--- src/rtl/m68k_bus_decoder.sv ---
// m68k_bus_decoder: registered 68000 address decoder with per-region wait states, ready stretching and DTACK/BERR.
// Define M68K_BUS_DECODER_BUS_ERR_EN to raise BERR on unmapped accesses and on ready timeouts.
module m68k_bus_decoder #(
  parameter int NUM_REGIONS = 16,
  parameter logic [NUM_REGIONS*24-1:0] REGION_START = '0,
  parameter logic [NUM_REGIONS*24-1:0] REGION_END = '0,
  parameter logic [NUM_REGIONS*4-1:0] REGION_WAIT = '0,
  parameter logic [NUM_REGIONS-1:0] REGION_READY = '0,
  parameter int DEFAULT_WAIT = 2,
  parameter int TIMEOUT = 255
) (
  input logic clk,
  input logic reset,
  input logic [23:0] m68k_a,
  input logic m68k_as_n,
  input logic m68k_rw,
  input logic [NUM_REGIONS-1:0] region_ready,
  output logic [NUM_REGIONS-1:0] cs,
  output logic m68k_dtack_n,
  output logic m68k_berr_n,
  output logic busy,
  output logic [4:0] region_idx,
  output logic cycle_rw
);
`ifdef M68K_BUS_DECODER_BUS_ERR_EN
  localparam bit BERR_EN = 1'b1;
`else
  localparam bit BERR_EN = 1'b0;
`endif
  localparam logic [127:0] WAITS = 128'(REGION_WAIT);
  localparam logic [31:0] RDY_MASK = 32'(REGION_READY);
  localparam logic [7:0] TMAX = 8'(TIMEOUT);
  typedef enum logic [2:0] {IDLE, DECODE, WAIT, ACK, ERR} state_t;
  state_t state, state_d;
  logic [23:0] addr, addr_d;
  logic unmapped, unmapped_d;
  logic [3:0] wcnt, wcnt_d;
  logic [7:0] tcnt, tcnt_d;
  logic [NUM_REGIONS-1:0] cs_d;
  logic dtack_d, berr_d, busy_d, rw_d;
  logic [4:0] idx_d, hit_idx;
  logic hit, rdy_ok;
  logic [31:0] rdy_in;
  assign rdy_in = 32'(region_ready);
  assign rdy_ok = !RDY_MASK[region_idx] || rdy_in[region_idx];
  // Range test as one unsigned compare of offsets; descending scan lets the lowest index win.
  always_comb begin
    hit = 1'b0;
    hit_idx = '0;
    for (int i = NUM_REGIONS - 1; i >= 0; i--)
      if (REGION_START[24*i +: 24] <= REGION_END[24*i +: 24] &&
          addr - REGION_START[24*i +: 24] <= REGION_END[24*i +: 24] - REGION_START[24*i +: 24]) begin
        hit = 1'b1;
        hit_idx = 5'(i);
      end
  end
  always_comb begin
    state_d = state;
    addr_d = addr;
    unmapped_d = unmapped;
    wcnt_d = wcnt;
    tcnt_d = tcnt;
    cs_d = cs;
    dtack_d = m68k_dtack_n;
    berr_d = m68k_berr_n;
    busy_d = busy;
    idx_d = region_idx;
    rw_d = cycle_rw;
    case (state)
      IDLE: if (!m68k_as_n) begin
        state_d = DECODE;
        addr_d = m68k_a;
        rw_d = m68k_rw;
        busy_d = 1'b1;
      end
      DECODE: begin
        state_d = WAIT;
        unmapped_d = !hit;
        cs_d = hit ? NUM_REGIONS'(1) << hit_idx : '0;
        idx_d = hit ? hit_idx : 5'd0;
        wcnt_d = hit ? WAITS[{hit_idx, 2'b00} +: 4] : BERR_EN ? 4'd0 : 4'(DEFAULT_WAIT);
        tcnt_d = '0;
      end
      WAIT: begin
        wcnt_d = wcnt != 0 ? wcnt - 4'd1 : wcnt;
        tcnt_d = tcnt == TMAX ? tcnt : tcnt + 8'd1;
        if (wcnt == 0 && (unmapped ? !BERR_EN : rdy_ok)) begin
          state_d = ACK;
          dtack_d = 1'b0;
        end else if (BERR_EN && (unmapped || RDY_MASK[region_idx]) && tcnt_d == TMAX) begin
          state_d = ERR;
          berr_d = 1'b0;
          cs_d = '0;
        end
      end
      default: ;
    endcase
    // Strobe released: ends ACK/ERR normally, aborts DECODE/WAIT without DTACK.
    if (state != IDLE && m68k_as_n) begin
      state_d = IDLE;
      unmapped_d = 1'b0;
      wcnt_d = '0;
      tcnt_d = '0;
      cs_d = '0;
      dtack_d = 1'b1;
      berr_d = 1'b1;
      busy_d = 1'b0;
      idx_d = '0;
      rw_d = 1'b1;
    end
  end
  always_ff @(posedge clk)
    if (reset) begin
      state <= IDLE;
      addr <= '0;
      unmapped <= 1'b0;
      wcnt <= '0;
      tcnt <= '0;
      cs <= '0;
      m68k_dtack_n <= 1'b1;
      m68k_berr_n <= 1'b1;
      busy <= 1'b0;
      region_idx <= '0;
      cycle_rw <= 1'b1;
    end else begin
      state <= state_d;
      addr <= addr_d;
      unmapped <= unmapped_d;
      wcnt <= wcnt_d;
      tcnt <= tcnt_d;
      cs <= cs_d;
      m68k_dtack_n <= dtack_d;
      m68k_berr_n <= berr_d;
      busy <= busy_d;
      region_idx <= idx_d;
      cycle_rw <= rw_d;
    end
endmodule

--- config.mk ---
export PLATFORM = sky130hd
export DESIGN_NAME = m68k_bus_decoder
export DESIGN_NICKNAME = d
export VERILOG_FILES = /design/src/rtl/m68k_bus_decoder.sv
export SDC_FILE = /design/constraint.sdc
export NUM_CORES = 1
export LEC_CHECK = 0
export CORE_MARGIN = 10
export CORE_UTILIZATION = 41
export CTS_CLUSTER_SIZE = 40
export DETAILED_ROUTE_END_ITERATION = 12
export HOLD_SLACK_MARGIN = 0.02
export MAX_ROUTING_LAYER = met4
export PLACE_DENSITY_LB_ADDON = 0.12
export RECOVER_POWER = 100
export SYNTH_ARGS = -nofsm -noshare
export SYNTH_HDL_FRONTEND = slang
export SYNTH_SLANG_ARGS = --single-unit
--- constraint.sdc ---
create_clock -name clk -period 2.06 [get_ports clk]
set_input_delay 0.309 -clock clk [delete_from_list [all_inputs] [get_ports clk]]
set_output_delay 0.309 -clock clk [all_outputs]
set_load 0.01 [all_outputs]
* After elaboration in Yosys (flattened, before gate mapping)
Index checks and enable logic that the tools add are counted.
** Cells by class
- Bitwise gates (word level) :: 1
- Mux-type cells :: 8
- Add/subtract/negate cells :: 1
- Reductions and logical operators :: 12
- $lt $le $gt $ge :: 1
- Equality and inequality tests :: 5
** Operators by type and width (number)
- 24-bit by 1-bit less-or-equal comparator with 1-bit output (second input constant) :: 1
- 3-bit one-hot mux with 3 select lines :: 1
- 4-bit one-hot mux with 2 select lines :: 1
- 3-bit 2-to-1 mux :: 2
- 2-bit inequality test (second input constant) :: 3
- 2-bit AND reduction :: 3
- 3-bit nonzero test :: 2
- 4-bit logical NOT :: 1
- 4-bit 2-to-1 mux :: 1
- 4-bit nonzero test :: 1
- 4-bit by 1-bit subtractor with 4-bit output (second input constant) :: 1
- 3-bit by 1-bit equality test with 1-bit output (second input constant) :: 1
- 3-bit by 2-bit equality test with 1-bit output (second input constant) :: 1
- 3-bit logical NOT :: 1
- 3-bit AND reduction :: 1
- 1-bit 2-to-1 mux :: 2
- 2-bit 2-to-1 mux :: 1
- 2-bit nonzero test :: 1
- 2-bit OR reduction :: 1
- 1-bit logical AND :: 1
- 1-bit NOT :: 1
** Word-level totals
- Output and inout bits :: 25
- Register bits :: 50
- Word-level logic and storage cells :: 35
- Input bits :: 44

* Logic depth before layout (Yosys ltp)
Gate-level depths: netlist of the first run.
- Depth in word-level cells :: 4
- Mapped depth :: 7
- Depth with buffers taken out :: 6

* Worst setup path after synthesis of the first run
No wires, ideal clock.
- Path kind :: flip-flop to flip-flop
- Start point :: register wcnt[0]
- End point :: register state[1]
- Data required time :: 1942 ps
- Library setup time :: 118 ps
- Clock period less this slack :: 1582 ps
- Stages on the path, launching flop included :: 7
- Arrival :: 1464 ps
- Setup slack :: 478 ps
- Buffers on the path :: 0
- Path through :: dfxtp_1 > inv_1 > ha_1 > or3b_4 > a221oi_4 > mux2i_1 > nor2_1
** Between the ends
- Word-level cells in the longest chain between the ends :: 3
** Ends and longest elaborated chain
- from (decl) :: line 37 : logic [3:0] wcnt, wcnt_d;
- from (signal assigned) :: line 129 : wcnt <= wcnt_d;
- 4-bit logical NOT :: line 87 : if (wcnt == 0 && (unmapped ? !BERR_EN : rdy_ok)) begin
- 2-bit inequality test (no source line)
- 3-bit AND reduction (no source line)
- to (signal assigned) :: line 126 : state <= state_d;
- to (decl) :: line 34 : state_t state, state_d;
No other way between the ends.
A chain may end at the register's enable or synchronous reset.

* Final worst setup path of the first run
Same ends and word-level chain as after synthesis.

==> results of run 1 <==
[per-layer routing]
metal	track usage [%]	routed length [um]
met3	3.821	282
met2	18.26	1695
met4	5.442	27
met5	-	0
met1	12.16	1469
[sequential cells by signal, summed over array words and instances, names as in the netlist]
register      cells
busy              1
wcnt              4
state             2
m68k_dtack_n      1
cs                1
cycle_rw          1
addr             24
[worst max-delay path, cell delays in order (launching register included)]
cell and delay, ps:
dfxtp_1 310, inv_1 110, ha_1 200, or3b_1 380
a221oi_2 370, mux2i_1 240, nor2_1 50
[area by class of cell]
| class | count | area share [%] |
|---|---|---|
| timing repair buffer | 36 | 18.01 |
| clock buffer | 5 | 3.512 |
| tap | 48 | 3.065 |
| clock inverter | 3 | 2.043 |
| multi-input combinational | 143 | 37.48 |
| sequential | 34 | 34.74 |
| inverter | 6 | 1.149 |
[where the power goes]
group	leakage (uW)	internal [uW]	switching, uW
Clock	0.0000579	356	235
Combinational	0.000471	370	475
Sequential	0.000279	797	79.4
Total	0.000808	1520	790
[worst paths after layout]
kind           startpoint            to  slack [ps]  cells past startpoint
max               wcnt[0]      state[1]         290                      6
min reg2reg  m68k_dtack_n  m68k_dtack_n         440                      2
max reg2reg       wcnt[0]      state[1]         290                      6
min          m68k_dtack_n  m68k_dtack_n         440                      2
[cells by family after synthesis]
kind of cell	Yosys count	share of synthesized area, %
other cells	2	0.4771
compound gates	32	12.64
flops	34	43.24
fa+ha+maj	6	4.769
mux	1	0.6360
buf+inv	35	13.59
simple gates	80	22.97
xor+xnor	3	1.670
[stage by stage]
| stage | hold WS (ps) | std cells | utilization (%) | setup WS (ps) |
|---|---|---|---|---|
| global route | 475.0 | 275 | 53.12 | 163.6 |
| global placement | 436.6 | 267 | 50.81 | 392.0 |
| CTS | 453.9 | 275 | 53.77 | 337.7 |
| floorplan | 430.8 | 212 | - | 478.0 |
| detailed placement | 438.7 | 267 | 50.81 | 324.6 |
| finish | 444.0 | 275 | 53.12 | 287.8 |
[cells in the final DEF, fill, tap and decap left out, drive strengths merged]
cell and n:
a211oi 2, a21o 1, a21oi 26, a221oi 1, a32o 1, and4 1
buf 3, bufinv 1, clkbuf 7, clkdlybuf4s50 27, clkinv 2, conb 21
dfxtp 34, dlygate4sd3 4, ha 6, inv 6, mux2i 1, nand2 53
nand2b 2, nand3 4, nand3b 1, nand4bb 1, nor2 9, nor3 2
nor4 4, o21ai 1, or3b 1, or4 2, xnor2 1, xor2 2
==> metrics.txt, run 1 <==
overall die width=81.96 um; cts repair resizes=0; top-area cell type share of the netlist area=43.24%; Final Slew Violations=0; post-synthesis async set-or-reset flop share=0%; routability cong.=about 0.80; Hold WC Path Type=register to register; CTS sink count=34; global-route wire length before repair=approximately 5700 um; routed vias=1294; PD cells=1181 mW/mm^2; initial core utilization=between 40% and 50%; maximum vdd drop=0.0005162 V; # IOs=69; final WL=~3500 um; fin crit share=around 86%; grt total ovfl=0; leakage=0.0008078 uW; max-cap violations=0; leading post-synthesis cells by cell area=dfxtp_1 43%, nand2_1 13%, buf_4 10%; Hold Fails Final Rpt=0; CTS tree=built; Placed Area=0.001874 mm^2; status=finished, final reports clean; crit path launch type=register; # nets final=276; Achievable Freq=564.3 MHz; post-route ant nets=0; crit end category=register; crit-path max FO=3; synthesized cell area=0.001574 mm^2; most common cell in the netlist=nand2_1; Netlist cell types=30; Synth area leader=dfxtp_1; Slew @ Worst Pin=~550 ps; Core ar.=about 0.0037 mm^2; routed vias/inst=4.705; Yosys reg bits=34; Data arrival, critical path=1940 ps; antenna violations before repair=0; area of the multi-input gates=roughly 730 um^2; die height=81.96 um; Syn-to-layout area delta=24.48%; min Tclk post-route=1772 ps; DPL Wire Length=2772 um; cell count after synthesis=193; PortBufs=31; depth of the CTS H-tree=2; FP Rows=22; final instance area=a little under 0.002 mm^2; clock slew at reported path FFs=70 ps; Setup Viol. Count Final=0; post-synthesis sequential area ratio=43.24%; worst-skew pair later-pin latency=about 280 ps; setup repair bufs after CTS=0; FF+latch area=680.7 um^2; ys flop type=dfxtp_1; 1st-iter DRT viols=between 70 and 80; fraction of layout cells with a size suffix above 1=6.167%; post-DR wirelength/cell=~13 um; post-route setup TNS=0 ps; # fillers=354; antenna cells=0; average cell area after synthesis=8.155 um^2; clk root buf=clkbuf_8; cts hold-fix bufs=0; pin count of the biggest net entering global routing=22; Layout Skew=8.680 ps; Required @ worst endpoint=2230 ps; kind of critical path=register to register; DRC violations left=0; clock buffer depth=2; DRT Pass-1 Iters=4; Post-synth top cells=53 x nand2_1, 34 x dfxtp_1, 26 x a21oi_1, 21 x buf_4, 8 x nor2_1; Tot GR Track Use=about 11%; total CTS buffers=5; Die ar.=0.006717 mm^2; Post-synth EDFFs=0; vias in the first global route=1293; slew margin rel.=63.03%; Ys Warns=0; RSZ-0062 raised after global routing=no; post-layout power=2313 uW
No activity file was read; power rests on OpenSTA's default activity.
==> inputs of run 2 (changes only) <==
Settings changed: SETUP_SLACK_MARGIN set to 0.05, SLEW_MARGIN set to 30.
==> results of run 2 <==
No change in the layout: final DEF, timing and power equal those of run 1.
